===== src/rtl/route_pkg.sv =====
// Shared types and constants for the route requester.
// Holds the FSM state enum, result status codes and default widths.
package route_pkg;

    typedef enum logic [1:0] {
        S_IDLE    = 2'd0,
        S_REQ     = 2'd1,
        S_BACKOFF = 2'd2,
        S_RESP    = 2'd3
    } state_t;

    localparam logic [1:0] ST_GRANT   = 2'b00;
    localparam logic [1:0] ST_DENY    = 2'b01;
    localparam logic [1:0] ST_TIMEOUT = 2'b10;

    localparam int DESC_W_DEF = 30;

endpackage


===== src/rtl/route_backoff_ctr.sv =====
// Loadable down-counter timing the pause between route re-requests.
// Ports: clk, rst_n, load, load_val[W], dec in; done out (count == 1).
module route_backoff_ctr #(
    parameter int W = 4
) (
    input  logic         clk,
    input  logic         rst_n,
    input  logic         load,
    input  logic [W-1:0] load_val,
    input  logic         dec,
    output logic         done
);

    logic [W-1:0] count;

    always_ff @(posedge clk or negedge rst_n) begin
        if (!rst_n) begin
            count <= '0;
        end else if (load) begin
            count <= load_val;
        end else if (dec && count != '0) begin
            count <= count - W'(1);
        end
    end

    // The requester leaves backoff in the cycle after the count reads 1.
    assign done = (count == W'(1));

endmodule


===== src/rtl/route_requester.sv =====
// Requests a route for each upstream descriptor, retrying with binary
// exponential backoff on deny, and reports grant/deny/timeout downstream.
// Ports: clk, rst_n; in_valid/in_ready/in_desc upstream; rt_req/rt_desc
// to router, rt_grant/rt_deny from router; out_valid/out_ready/
// out_status/out_retries downstream.
// Optional: ROUTE_REQUESTER_TIMEOUT_EN adds a per-request wait timeout.
module route_requester
    import route_pkg::*;
#(
    parameter int DESC_W    = DESC_W_DEF,
    parameter int MAX_RETRY = 3,
    parameter int TIMEOUT   = 15
) (
    input  logic              clk,
    input  logic              rst_n,
    input  logic              in_valid,
    output logic              in_ready,
    input  logic [DESC_W-1:0] in_desc,
    output logic              rt_req,
    output logic [DESC_W-1:0] rt_desc,
    input  logic              rt_grant,
    input  logic              rt_deny,
    output logic              out_valid,
    input  logic              out_ready,
    output logic [1:0]        out_status,
    output logic [1:0]        out_retries
);

    // Longest backoff is 2^(MAX_RETRY-1); one spare bit keeps it exact.
    localparam int         CNT_W  = MAX_RETRY + 1;
    localparam logic [1:0] MAX_RC = 2'(MAX_RETRY);

    state_t           state;
    logic [1:0]       rcnt;
    logic             retry_ok;
    logic             bo_load;
    logic             bo_dec;
    logic             bo_done;
    logic [CNT_W-1:0] bo_val;
    logic             enter_req;
    logic             timed_out;

    assign retry_ok  = (rcnt < MAX_RC);
    // Grant wins over a simultaneous deny, so only a lone deny backs off.
    assign bo_load   = (state == S_REQ) && !rt_grant && rt_deny && retry_ok;
    assign bo_dec    = (state == S_BACKOFF) && !bo_done;
    assign bo_val    = CNT_W'(1) << rcnt;
    assign enter_req = ((state == S_IDLE) && in_valid)
                     || ((state == S_BACKOFF) && bo_done);

    route_backoff_ctr #(
        .W (CNT_W)
    ) u_backoff (
        .clk      (clk),
        .rst_n    (rst_n),
        .load     (bo_load),
        .load_val (bo_val),
        .dec      (bo_dec),
        .done     (bo_done)
    );

`ifdef ROUTE_REQUESTER_TIMEOUT_EN
    localparam int WC_W = $clog2(TIMEOUT + 1);

    logic [WC_W-1:0] wcnt;

    // Counts REQ cycles since the latest (re)entry into REQ.
    always_ff @(posedge clk or negedge rst_n) begin
        if (!rst_n) begin
            wcnt <= '0;
        end else if (enter_req) begin
            wcnt <= '0;
        end else if (state == S_REQ) begin
            wcnt <= wcnt + WC_W'(1);
        end
    end

    assign timed_out = (state == S_REQ) && (wcnt == WC_W'(TIMEOUT - 1));
`else
    localparam int TIMEOUT_UNUSED = TIMEOUT;

    logic enter_req_unused;

    assign enter_req_unused = enter_req;
    assign timed_out        = 1'b0;
`endif

    always_ff @(posedge clk or negedge rst_n) begin
        if (!rst_n) begin
            state       <= S_IDLE;
            in_ready    <= 1'b1;
            rt_req      <= 1'b0;
            rt_desc     <= '0;
            out_valid   <= 1'b0;
            out_status  <= ST_GRANT;
            out_retries <= 2'd0;
            rcnt        <= 2'd0;
        end else begin
            unique case (state)
                S_IDLE: begin
                    if (in_valid) begin
                        state    <= S_REQ;
                        in_ready <= 1'b0;
                        rt_req   <= 1'b1;
                        rt_desc  <= in_desc;
                        rcnt     <= 2'd0;
                    end
                end
                S_REQ: begin
                    if (rt_grant) begin
                        state       <= S_RESP;
                        rt_req      <= 1'b0;
                        out_valid   <= 1'b1;
                        out_status  <= ST_GRANT;
                        out_retries <= rcnt;
                    end else if (rt_deny) begin
                        rt_req <= 1'b0;
                        if (retry_ok) begin
                            state <= S_BACKOFF;
                            rcnt  <= rcnt + 2'd1;
                        end else begin
                            state       <= S_RESP;
                            out_valid   <= 1'b1;
                            out_status  <= ST_DENY;
                            out_retries <= rcnt;
                        end
                    end else if (timed_out) begin
                        state       <= S_RESP;
                        rt_req      <= 1'b0;
                        out_valid   <= 1'b1;
                        out_status  <= ST_TIMEOUT;
                        out_retries <= rcnt;
                    end
                end
                S_BACKOFF: begin
                    if (bo_done) begin
                        state  <= S_REQ;
                        rt_req <= 1'b1;
                    end
                end
                S_RESP: begin
                    if (out_ready) begin
                        state     <= S_IDLE;
                        out_valid <= 1'b0;
                        in_ready  <= 1'b1;
                    end
                end
                default: begin
                    state <= S_IDLE;
                end
            endcase
        end
    end

endmodule


===== config.mk =====
export PLATFORM = sky130hd
export DESIGN_NAME = route_requester
export DESIGN_NICKNAME = d
export VERILOG_FILES = /design/src/rtl/route_pkg.sv /design/src/rtl/route_backoff_ctr.sv /design/src/rtl/route_requester.sv
export SDC_FILE = /design/constraint.sdc
export NUM_CORES = 1
export LEC_CHECK = 0
export ABC_AREA = 0
export BUFFER_PORTS_ARGS = -buffer_cell sky130_fd_sc_hd__buf_2
export CELL_PAD_IN_SITES_DETAIL_PLACEMENT = 0
export CELL_PAD_IN_SITES_GLOBAL_PLACEMENT = 1
export CORE_AREA = 2 2 74 76
export DETAILED_ROUTE_END_ITERATION = 16
export DIE_AREA = 0 0 76 78
export PLACE_DENSITY_LB_ADDON = 0.1
export SYNTH_ARGS = -nofsm -noshare
export SYNTH_HDL_FRONTEND = slang
export SYNTH_HIERARCHICAL = 1
export SYNTH_SLANG_ARGS = --single-unit

===== constraint.sdc =====
create_clock -name clk -period 2.81 [get_ports clk]
set_input_delay 0.4215 -clock clk [delete_from_list [all_inputs] [get_ports clk]]
set_output_delay 0.4215 -clock clk [all_outputs]
set_load 0.005 [all_outputs]

# == Word level (Yosys, flattened, before mapping) ==
# Cells that the tools add are included.
# classes
addsub,2
multipliers,0
div_mod_pow,0
magnitude_cmp,1
eq_ne,13
n_shift,1
n_mux,33
bitwise_logic,0
reduce_logical,22
# ops
op,count
2-bit 2-to-1 mux,15
"2-bit inequality test, second input constant",7
4-bit AND reduction,3
1-bit 2-to-1 mux,11
2-bit nonzero test,5
4-bit 2-to-1 mux,2
2-bit case mux with 4 select lines,1
"3-bit inequality test, second input constant",2
3-bit AND reduction,2
1-bit logical AND,5
5-bit AND reduction,1
"2-bit == test, second input constant",2
"4-bit by 1-bit == test with 1-bit output, second input constant",1
1-bit case mux with 2 select lines,2
2-bit case mux with 2 select lines,1
4-bit nonzero test,1
"1-bit by 2-bit << shifter with 4-bit output, first input constant",1
"4-bit by 1-bit subtractor with 4-bit output, second input constant",1
1-bit case mux with 3 select lines,1
3-bit nonzero test,1
"2-bit by 1-bit adder with 2-bit output, second input constant",1
"2-bit by 1-bit == test with 1-bit output, second input constant",1
1-bit zero test,2
2-bit zero test,1
other kinds (2),2
# word_totals
reg_bits,45
latch_bits,0
mem_bits_rw,0
rom_bits,0
inputBits,36
out_inout_bits,37
elab_cells,81
mem_count,0

# == Longest topological paths before layout ==
# Gate-level depths: netlist of the first run.
# depth
depth_word,6
mapped_depth,7
mapped_depth_nobuf,7

# == Hierarchy ==
# Netlist of the first run, hierarchy kept.
# modules_own_cells
module,instances,cells_per_inst,area_each_um2,seq_area_each_um2
route_requester,1,117,1821.7,1002.2
route_backoff_ctr,1,29,282.8,100.1

# == Worst setup path after synthesis of the first run ==
# No wires, ideal clock.
# synth_path
kind,reg2reg
from,reg u_backoff.count[0]
to,reg u_backoff.count[3]
setup_time_ns,0.126
t_arrival_ns,1.715
required_time_ns,2.684
path_slack_ns,0.969
path_stages_with_launch,7
path_buffers,0
synth_period_minus_slack_ns,1.841
path_cell_list,dfrtp_1 -> ha_1 -> nor3b_1 -> nor3_1 -> nor4b_2 -> nor3b_1 -> a221o_1
# synth_between
elab_chain_cells,5
elab_cells_between_ends,9
classes_between,add/sub (1); eq/ne (1); mux (2); reduce/logical (5)
# synth_lines
item,line,text
"start, declared",route_backoff_ctr.sv:14,logic [W-1:0] count;
"start signal, assigned",route_backoff_ctr.sv:20,count <= load_val;
"start signal, assigned",route_backoff_ctr.sv:22,count <= count - W'(1);
4-bit by 1-bit == test with 1-bit output,route_backoff_ctr.sv:27,assign done = (count == W'(1));
named net bo_done,route_requester.sv:38,logic bo_done;
1-bit zero test,route_requester.sv:46,assign bo_dec = (state == S_BACKOFF) && !bo_done;
1-bit logical AND,route_requester.sv:46,
named net bo_dec,route_requester.sv:37,logic bo_dec;
1-bit logical AND,route_backoff_ctr.sv:21,end else if (dec && count != '0) begin
2-bit nonzero test (no line),n/a,
# The timed path passes the listed nets, and every way through them passes these cells. The select of a mux whose other input is x is not followed.
# A chain may end at the register's enable or synchronous reset.

# == Worst setup path after layout of the first run ==
# layout_path
from,reg rcnt[0]
to,reg u_backoff.count[3]
# layout_between
elab_cells_between_ends,5
classes_between,order compare (1); shift (1); mux (1); reduce/logical (2)
# layout_rtl
item,line,text
"start, declared",route_requester.sv:34,logic [1:0] rcnt;
"start signal, assigned",route_requester.sv:120,rcnt <= rcnt + 2'd1;
1-bit by 2-bit << shifter with 4-bit output,route_requester.sv:47,assign bo_val = CNT_W'(1) << rcnt;
named net bo_val[3],route_requester.sv:39,logic [CNT_W-1:0] bo_val;
4-bit 2-to-1 mux,route_backoff_ctr.sv:19,end else if (load) begin
# The timed path passes the listed nets, and every way through them passes these cells.

==> summary.md, run 1 <==
| Metric | Value |
|---|---|
| Via count | 1387 |
| Initial antenna violation count | 0 |
| Quantity of gates resized following cts | 0 |
| # clock sinks | 44 |
| Critical path class | reg -> reg |
| Clk_lat worst skew | between 200 and 300 ps |
| Final period util | 66.4% |
| Post-synth ARST share | between 90% and 100% |
| Max Root-Sink Buffers | 2 |
| Share of the synthesized area in the top cell type | 51.1% |
| Number of synthesized register bits | 44 |
| Sequential Power Share | between 40% and 50% |
| Gr usage total | 15.8% |
| Kind of start point of the critical path | register |
| Area leader, netlist | dfrtp_1 |
| Layout cell share with drive strength beyond 1 | a little over half |
| Htree depth | 2 |
| Largest net degree at the start of global routing | 45 |
| Die Y | 78 µm |
| Die Width | roughly 76 µm |
| Worst Path Buf+Inv | 1 |
| Post-synthesis sequential area ratio | a little over half |
| Area growth syn-to-layout | 24.0% |
| First-pass GRT wire length | 7420 µm |
| Max incr delay on CP | 460 ps |
| Worst hold margin | between 200 and 300 ps |
| Final net count | ~260 |
| First-pass DRT Iterations | 4 |
| Die area | ~5900 µm² |
| Cell Rows | 26 |
| GRT Residual Overflow | 0 |
| Clock slew at reported path FFs | about 80 ps |
| Final hold violations | 0 |
| Initial cell density of the core | 41.7% |
| Worst r2r path cells | 6 |
| Post-CTS setup buffer count | 0 |
| Final setup vio count | 0 |
| Most frequent cell after synthesis | dfrtp_1 |
| Vias in the first global route | around 1500 |
| Fill cell count | approximately 440 |
| Post-synth top flop | dfrtp_1 |
| Lkg Pwr | around 1.3 nW |
| Drt wl/cell | between 10 and 15 µm |
| CP arrival | a little over 2000 ps |
| CTS buffer count | 5 |
| Largest cells by area after synthesis | dfrtp_1 (51%), mux2_4 (23%), ha_1 (3.6%) |
| Crit path capture type | register |
| Max-slew headroom | between 30% and 40% |
| Cell Int Power | 0.00201 W |
| IO Count | between 70 and 80 |
| Synth warn | 6 |
| Crit path max-delay family | simple AND/OR/NAND/NOR gates |
| CP required | 2990 ps |
| VDD IR max | around 0.00062 V |
| CP max stage cell | dfrtp_1 |
| Run status | completed |
| Cell chain of the critical path | ha_1 -> nand4bb_1 -> nor2_1 -> buf_4 -> nor3_1 -> a221o_1 |
| Hold Crit Class | in -> async |
| CTS tree | built |
| CTS root buffer | clkbuf_8 |
| Fin Setup TNS | 0 ps |
| Number of port buffers | 71 |
| RSZ-0062 raised after global routing | false |
| Core ar. | 5040 µm² |
| Pwr Density | between 1000 and 1500 nW/µm² |
| Number of flops mapped to enable cells by yosys | 0 |
| Number of DRC markers in iteration 0 | 43 |
| Commonest cells post-synth | dfrtp_1 (43), mux2_4 (32), inv_1 (7) |
| Least-Margin Pin Slew | between 900 and 1000 ps |
| Switching Fraction | approximately 32% |
| Logic pwr share | a little over two fifths |
| Cell Area, Synth | between 2000 and 2500 µm² |
| GPL Wtd Cong | roughly 0.79 |
| RR Endpoint | u_backoff/count[3]$_DFFE_PN0P_ |
| Mapped Cells | around 150 |
| Via density | 4.77 |
| R2R setup slack | between 900 and 1000 ps |
| Crit-path max FO | 12 |
| Minimum clock period | 1870 ps |
| Clock share of power | between 10% and 20% |
| Max cap viols | 0 |
| Sw power | 0.000956 W |
| DRC | 0 |
| Pwr Total | just under 0.003 W |
| Synth cell types | 34 |
| Slew Viols, Final | 0 |
| Post-Route WL | about 4200 µm |
| Clk_skew | between 2 and 3 ps |
| FMAX | 536 MHz |
| Mean post-synth cell area | between 10 and 15 µm² |
| Final ANT Viol Nets | 0 |
| Syn_nets | ~190 |
| Reg2reg start | rcnt[0]$_DFFE_PN0P_ |
| Cts-stage hold buffer count | 0 |
| Hpwl dp | roughly 3000 µm |
| Ant. Diodes | 0 |
==> worst reg2reg max path, delay by kind of cell, from the launching register on <==
family                   cells  cell delay (ps)
AND/OR/NAND/NOR              3              540
flip-flops                   1              460
AO/OA/AOI/OAI                1              310
adder cells (fa/ha/maj)      1              260
buffers and inverters        1              190
==> metal layers <==
| metal | global-route usage [%] | up-vias | routed length [µm] |
|---|---|---|---|
| li1 | - | 660 | - |
| met5 | 0 | - | 0 |
| met3 | 4.42 | 10 | 244 |
| met4 | 6.91 | 0 | 95 |
| met2 | 26.0 | 48 | 1980 |
| met1 | 19.6 | 669 | 1910 |
==> worst max path at each step <==
stage | to | depth (start not counted) | slack (ps) | from
2_1_floorplan | u_backoff/count[3]$_DFFE_PN0P_ | 6 | 970 | u_backoff/count[0]$_DFFE_PN0P_
3_3_place_gp | u_backoff/count[3]$_DFFE_PN0P_ | 6 | 1040 | state[1]$_DFFE_PN0P_
3_5_place_dp | u_backoff/count[3]$_DFFE_PN0P_ | 6 | 990 | rcnt[0]$_DFFE_PN0P_
4_1_cts | u_backoff/count[3]$_DFFE_PN0P_ | 6 | 970 | rcnt[0]$_DFFE_PN0P_
5_1_grt | u_backoff/count[3]$_DFFE_PN0P_ | 6 | 850 | rcnt[0]$_DFFE_PN0P_
6_report | u_backoff/count[3]$_DFFE_PN0P_ | 6 | 940 | rcnt[0]$_DFFE_PN0P_
==> layout by cell type (no fill, tap or decap), drive strengths merged, types with 2 or more instances in the layout <==
master / count
a21oi: 5
a221o: 2
buf: 74
clkbuf: 6
dfrtp: 43
ha: 6
inv: 8
mux2: 32
mux2i: 2
nand2: 5
nand2b: 2
nor2: 4
nor3: 3
nor3b: 3
o211ai: 4
o21ai: 8
==> metrics by stage <==
step           utilization (%)  cells  cell area (µm²)  setup slack (ps)
6_report                  51.8    291             2610               943
5_1_grt                   51.8    291             2610               846
4_1_cts                   51.8    291             2610               975
3_5_place_dp              49.6    283             2500               991
3_3_place_gp              49.6    283             2500              1040
2_1_floorplan                -    146             2100               969
==> final cells by class <==
class                           instances  area, µm²  share of cell area (%)
Multi-Input combinational cell         87        905                    34.7
Sequential cell                        44       1100                    42.2
Timing Repair Buffer                   74        378                    14.5
Tap cell                               70       87.6                    3.36
Clock inverter                          2       35.0                    1.34
Inverter                                8       30.0                    1.15
Clock buffer                            6       72.6                    2.78
==> state kept, by name, indices dropped and copies added (netlist names), 2 cells and up <==
register,flops
rcnt,2
u_backoff/count,4
out_retries,2
rt_desc,30
state,2
==> cell families (layout without fill, tap and decap cells) <==
kind of cell               after synthesis  in the layout  share of synthesized area [%]
AOI/OAI and AO/OA                       23             23                           7.37
adders and majority gates                6              6                           3.57
buffers and inverters                   15             90                           4.64
DFF                                     44             44                           52.4
muxes                                   34             34                           23.8
other                                    1              1                          0.178
and+or+nand+nor                         23             23                           8.09
==> power by group through the flow <==
stage | Combinational [W] | Clock, W | Sequential (W)
2_1_floorplan | 0.000903 | 0 | 0.00118
3_3_place_gp | 0.00128 | 0 | 0.00121
3_5_place_dp | 0.00129 | 0 | 0.00123
4_1_cts | 0.00130 | 0.000493 | 0.00122
5_1_grt | 0.00141 | 0.000525 | 0.00127
6_report | 0.00128 | 0.000467 | 0.00122
No activity file was read; power rests on OpenSTA's default activity.
==> run 2, diff against run 1 <==
- CORE_AREA: 2 2 74 76 -> 2 2 81 83
- DIE_AREA: 0 0 76 78 -> 0 0 83 85
- clock period: 2.81 -> 1.5 ns (I/O delays scaled with it)
==> summary.md, run 2 (synthesized netlist as in run 1, its figures left out) <==
| Metric | Value |
|---|---|
| Critical path class | reg -> reg |
| Global routing's busiest layer | met2 |
| Most frequent cells in the layout | buf_2 (71), dfrtp_1 (43), mux2_4 (32), buf_4 (18), o21ai_1 (6) |
| Area after DPL | 2700 µm² |
| Worst Path Buf+Inv | 1 |
| Grt met1 use | around 17% |
| Hold Crit Class | in -> reg |
| Gr usage total | 13.5% |
| GRT Residual Overflow | 0 |
| First-pass DRT Iterations | 4 |
| Design area | slightly below 3000 µm² |
| Hpwl dp | 3360 µm |
| Final setup vio count | 3 |
| Final net count | approximately 280 |
| Drt wl/cell | 14.4 µm |
| Via count | 1464 |
| Crit-path max FO | 2 |
| Number of port buffers | 71 |
| Run status | finished, violations left |
| Most flops, register | rt_desc |
| Largest register FFs | 30 |
| Max cap viols | 0 |
| Largest net degree at the start of global routing | 31 |
| CP arrival | about 1700 ps |
| Post-Route WL | roughly 4600 µm |
| CP max stage cell | dfrtp_1 |
| Final ANT Viol Nets | 0 |
| Fill cell count | 563 |
| Via density | ~4.6 |
| Layout cell share with drive strength beyond 1 | 63.5% |
| Die Width | 83 µm |
| FMAX | 640 MHz |
| CTS tree | built |
| Crit path capture type | register |
| GPL Wtd Cong | about 0.73 |
| VDD IR max | between 0.0009 and 0.001 V |
| Final hold violations | 0 |
| Area growth syn-to-layout | 38.1% |
| Slew Viols, Final | 0 |
| FF/Latch Area | 1100 µm² |
| Htree depth | 2 |
| Inst Count DP | about 300 |
| Area occupied by multi-input gates | 1000 µm² |
| CTS root buffer | clkbuf_8 |
| Failing checks | negative setup slack |
| Die area | around 7100 µm² |
| CTS buffer count | 5 |
| Vias in the first global route | 1528 |
| Lkg Pwr | ~1.4 nW |
| Kind of start point of the critical path | register |
| DRC | 0 |
| Slack of the critical path | -63.4 ps |
| Number of DRC markers in iteration 0 | 49 |
| Clock slew at reported path FFs | ~80 ps |
| GR Layer Usage met3 | approximately 4.0% |
| Minimum clock period | around 1600 ps |
| Clk_skew | roughly 3.5 ps |
| Filler-free cell count of the finished design | 318 |
| Crit path max-delay family | simple AND/OR/NAND/NOR gates |
| Top Registers | rt_desc (30), u_backoff/count (4) |
| Initial antenna violation count | 0 |
| CP required | roughly 1700 ps |
| Final period util | 104% |
| First-pass GRT wire length | around 7600 µm |
| Cell chain of the critical path | inv_2 -> ha_4 -> nor3b_4 -> nor3_4 -> nor4b_4 -> nor3b_1 -> a221o_1 |
| Die Y | approximately 85 µm |
| IO Count | 73 |
| Initial cell density of the core | between 30% and 40% |
| Max Root-Sink Buffers | 2 |
| Cell Rows | 29 |
| RSZ-0062 raised after global routing | true |
| Clk_lat worst skew | roughly 290 ps |
| Most common cell after layout, fill and taps aside | buf_2 |
| # clock sinks | between 40 and 50 |
| Pwr Density | ~2100 nW/µm² |
| Met2 GRT Util | between 20% and 30% |
| Ant. Diodes | 0 |
| Max incr delay on CP | between 300 and 400 ps |
| Core ar. | ~6200 µm² |
run 2: stage by stage:
stage                     utilization (%)  setup TNS (ps)  total power [W]  hold WS (ps)  setup WS, ps
after floorplan                         -            -183          0.00403         -70.6          -183
after global placement               43.5           -84.7          0.00506           205         -34.7
after detailed placement             43.5            -308          0.00514           217         -88.3
after CTS                            46.0            -124          0.00617           149         -52.5
after global routing                 46.8            -482          0.00670           143          -171
final                                46.8            -144          0.00622           163         -63.4
run 2: worst register-to-register path, delay by kind of cell, from the launching register on:
family / cells / cell delay (ps)
AND/OR/NAND/NOR: 4 / 610
flip-flops: 1 / 380
AO/OA/AOI/OAI: 1 / 260
adder cells (fa/ha/maj): 1 / 150
buffers and inverters: 1 / 70
run 2: power breakdown:
group	total, W	switching (W)	internal, W
logic	0.00314	0.00124	0.00190
clock network	0.000883	0.000389	0.000494
registers	0.00219	0.000388	0.00180
total	0.00622	0.00202	0.00420
run 2: layer usage:
metal | vias to the layer above | share of wire (%)
li1 | 700 | -
met1 | 718 | 45
met2 | 41 | 49
met3 | 5 | 5.1
met4 | 0 | 1.6
met5 | - | 0
run 2: cell type report:
cell class,count,area share (%)
Sequential cell,44,37.9
Clock inverter,2,1.21
Inverter,8,1.12
Tap cell,77,3.32
Multi-Input combinational cell,87,34.5
Timing Repair Buffer,94,19.4
Clock buffer,6,2.50
run 2: worst paths after layout:
check / end / start / slack (ps) / depth (start not counted)
setup / recovery: u_backoff/count[3]$_DFFE_PN0P_ / u_backoff/count[1]$_DFFE_PN0P_ / -60 / 7
hold / removal: rt_desc[19]$_DFFE_PN0P_ / in_desc[19] / 160 / 2
min in group asynchronous: rt_desc[14]$_DFFE_PN0P_ / rst_n / 420 / 2
setup reg to reg: u_backoff/count[3]$_DFFE_PN0P_ / u_backoff/count[1]$_DFFE_PN0P_ / -60 / 7
hold reg to reg: out_valid$_DFFE_PN0P_ / out_valid$_DFFE_PN0P_ / 500 / 2
max in group asynchronous: rt_desc[1]$_DFFE_PN0P_ / rst_n / 580 / 3
run 2: timing repair:
item,4_1_cts,5_1_grt
setup endpoints to repair,4,6
setup buffers,2,3
gates resized for setup,7,5
endpoints found under the hold margin,17,0
hold buffers,1,0
pin swaps,3,3
==> run 3, diff against run 2 <==
- CORE_AREA: 2 2 81 83 -> 2 2 93 73
- DIE_AREA: 0 0 83 85 -> 0 0 95 75
==> summary.md, run 3 (synthesized netlist as in run 1, its figures left out) <==
| Metric | Value |
|---|---|
| Run status | finished, violations left |
| Failing checks | negative setup slack |
| Max Used Layer | met4 |
| CTS tree | built |
| First-pass GRT wire length | ~7500 µm |
| Hold Crit Class | in -> reg |
| RSZ-0062 raised after global routing | true |
| Pwr Total | approximately 0.0063 W |
| Hpwl dp | about 3400 µm |
| Die area | between 7000 and 8000 µm² |
| Largest register FFs | 30 |
| CTS buffer count | 5 |
| Worst Path Buf+Inv | 0 |
| Final setup vio count | 5 |
| DRC | 0 |
| Wire length on met1 | a little over 2000 µm |
| Core ar. | about 6200 µm² |
| Final period util | 107% |
| Area growth syn-to-layout | 40.3% |
| Crit-path max FO | 2 |
| Final hold violations | 0 |
| Cell chain of the critical path | ha_2 -> nor3b_4 -> nor3_4 -> nor4b_4 -> nor3b_2 -> a221o_1 |
| Slew Viols, Final | 0 |
| Filler-free cell count of the finished design | approximately 320 |
| First-pass DRT Iterations | 4 |
| Layout cell share with drive strength beyond 1 | between 60% and 70% |
| Htree depth | 2 |
| Initial cell density of the core | around a third |
| GRT Residual Overflow | 0 |
| CP required | about 1700 ps |
| Kind of start point of the critical path | register |
| FMAX | ~620 MHz |
| Die Width | between 90 and 100 µm |
| Lkg Pwr | 1.44 nW |
| Minimum clock period | around 1600 ps |
| Vias in the first global route | around 1600 |
| Largest net degree at the start of global routing | 45 |
| CTS root buffer | clkbuf_8 |
| Ant. Diodes | 0 |
| Inst Count DP | between 300 and 400 |
| Clock slew at reported path FFs | 90 ps |
| Clk_lat worst skew | a little under 300 ps |
| Number of DRC markers in iteration 0 | roughly 50 |
| # clock sinks | 44 |
| Final net count | 284 |
| Gr usage total | between 10% and 20% |
| Via count | between 1500 and 2000 |
| IO Count | 73 |
| GPL Wtd Cong | between 0.7 and 0.8 |
| Critical path class | reg -> reg |
| Cell Rows | 25 |
| VDD IR max | just under 0.0008 V |
| Crit path max-delay family | simple AND/OR/NAND/NOR gates |
| Most common cell after layout, fill and taps aside | buf_2 |
| Max incr delay on CP | between 400 and 500 ps |
| CP arrival | roughly 1800 ps |
| Clk_skew | between 4 and 5 ps |
| Crit path capture type | register |
| Number of port buffers | 71 |
| Final ANT Viol Nets | 0 |
| Most flops, register | rt_desc |
| Max cap viols | 0 |
| Top Registers | rt_desc (30), u_backoff/count (4) |
| Initial antenna violation count | 0 |
| Most frequent cells in the layout | buf_2 (71), dfrtp_1 (43), mux2_4 (32), buf_4 (18) |
| Pwr Density | roughly 2100 nW/µm² |
| Post-Route WL | 4630 µm |
| Drt wl/cell | about 14 µm |
| Slack of the critical path | -109 ps |
| Worst hold margin | 156 ps |
| Met3 routed WL | between 300 and 400 µm |
| Met2 WL | approximately 2200 µm |
| CP max stage cell | dfrtp_1 |
| Die Y | 75 µm |
| Max Root-Sink Buffers | 2 |
| Via density | ~4.6 |
run 3: repair_timing:
item | 4_1_cts | 5_1_grt
setup buffers | 2 | 3
endpoints found under the setup margin | 4 | 10
resized for setup | 8 | 2
hold buffers | 1 | 0
endpoints found under the hold margin | 43 | 0
pin swaps | 6 | 3
run 3: routing by layer:
metal  GRT usage, %  vias up
li1               -      705
met1           17.7      740
met2           23.2       58
met3           4.00        2
met4           2.90        0
met5              0        -
run 3: layout make-up:
cell class / count / area, µm²
Multi-Input combinational cell: 87 / 992
Tap cell: 81 / 101
Timing Repair Buffer: 96 / 603
Clock buffer: 6 / 82.6
Sequential cell: 44 / 1100
Inverter: 8 / 32.5
Clock inverter: 2 / 38.8
Fill cell: 555 / 3210
run 3: path summary, 6_finish.rpt:
path	from	slack (ps)	cells after the start	end
setup / recovery	u_backoff/count[0]$_DFFE_PN0P_	-110	6	u_backoff/count[3]$_DFFE_PN0P_
hold / removal	in_desc[2]	160	2	rt_desc[2]$_DFFE_PN0P_
setup reg to reg	u_backoff/count[0]$_DFFE_PN0P_	-110	6	u_backoff/count[3]$_DFFE_PN0P_
hold reg to reg	rt_desc[29]$_DFFE_PN0P_	510	1	rt_desc[29]$_DFFE_PN0P_
max in group asynchronous	rst_n	800	3	in_ready$_DFFE_PN1P_
min in group asynchronous	rst_n	440	3	rt_desc[19]$_DFFE_PN0P_
run 3: report_power, final:
group	internal (W)	switching [W]	total, W	leakage [nW]
Combinational	0.00196	0.00123	0.00319	0.863
Clock	0.000545	0.000406	0.000951	0.0614
Sequential	0.00180	0.000398	0.00220	0.520
run 3: worst register-to-register path: stages, from the launching register on:
cell and delay (ps):
dfrtp_1 410, ha_2 180, nor3b_4 150, nor3_4 150, nor4b_4 270, nor3b_2 80, a221o_1 260
run 3: per-stage QoR:
| step | instance area, µm² | setup slack (ps) | util, % | TNS, ps |
|---|---|---|---|---|
| final | 2950 | -109 | 47.9 | -236 |
| after global routing | 2950 | -199 | 47.9 | -937 |
| after CTS | 2920 | -105 | 47.4 | -296 |
| after detailed placement | 2750 | -153 | 44.6 | -480 |
| after global placement | 2750 | -36.9 | 44.6 | -53.2 |
| after floorplan | 2170 | -183 | - | -183 |
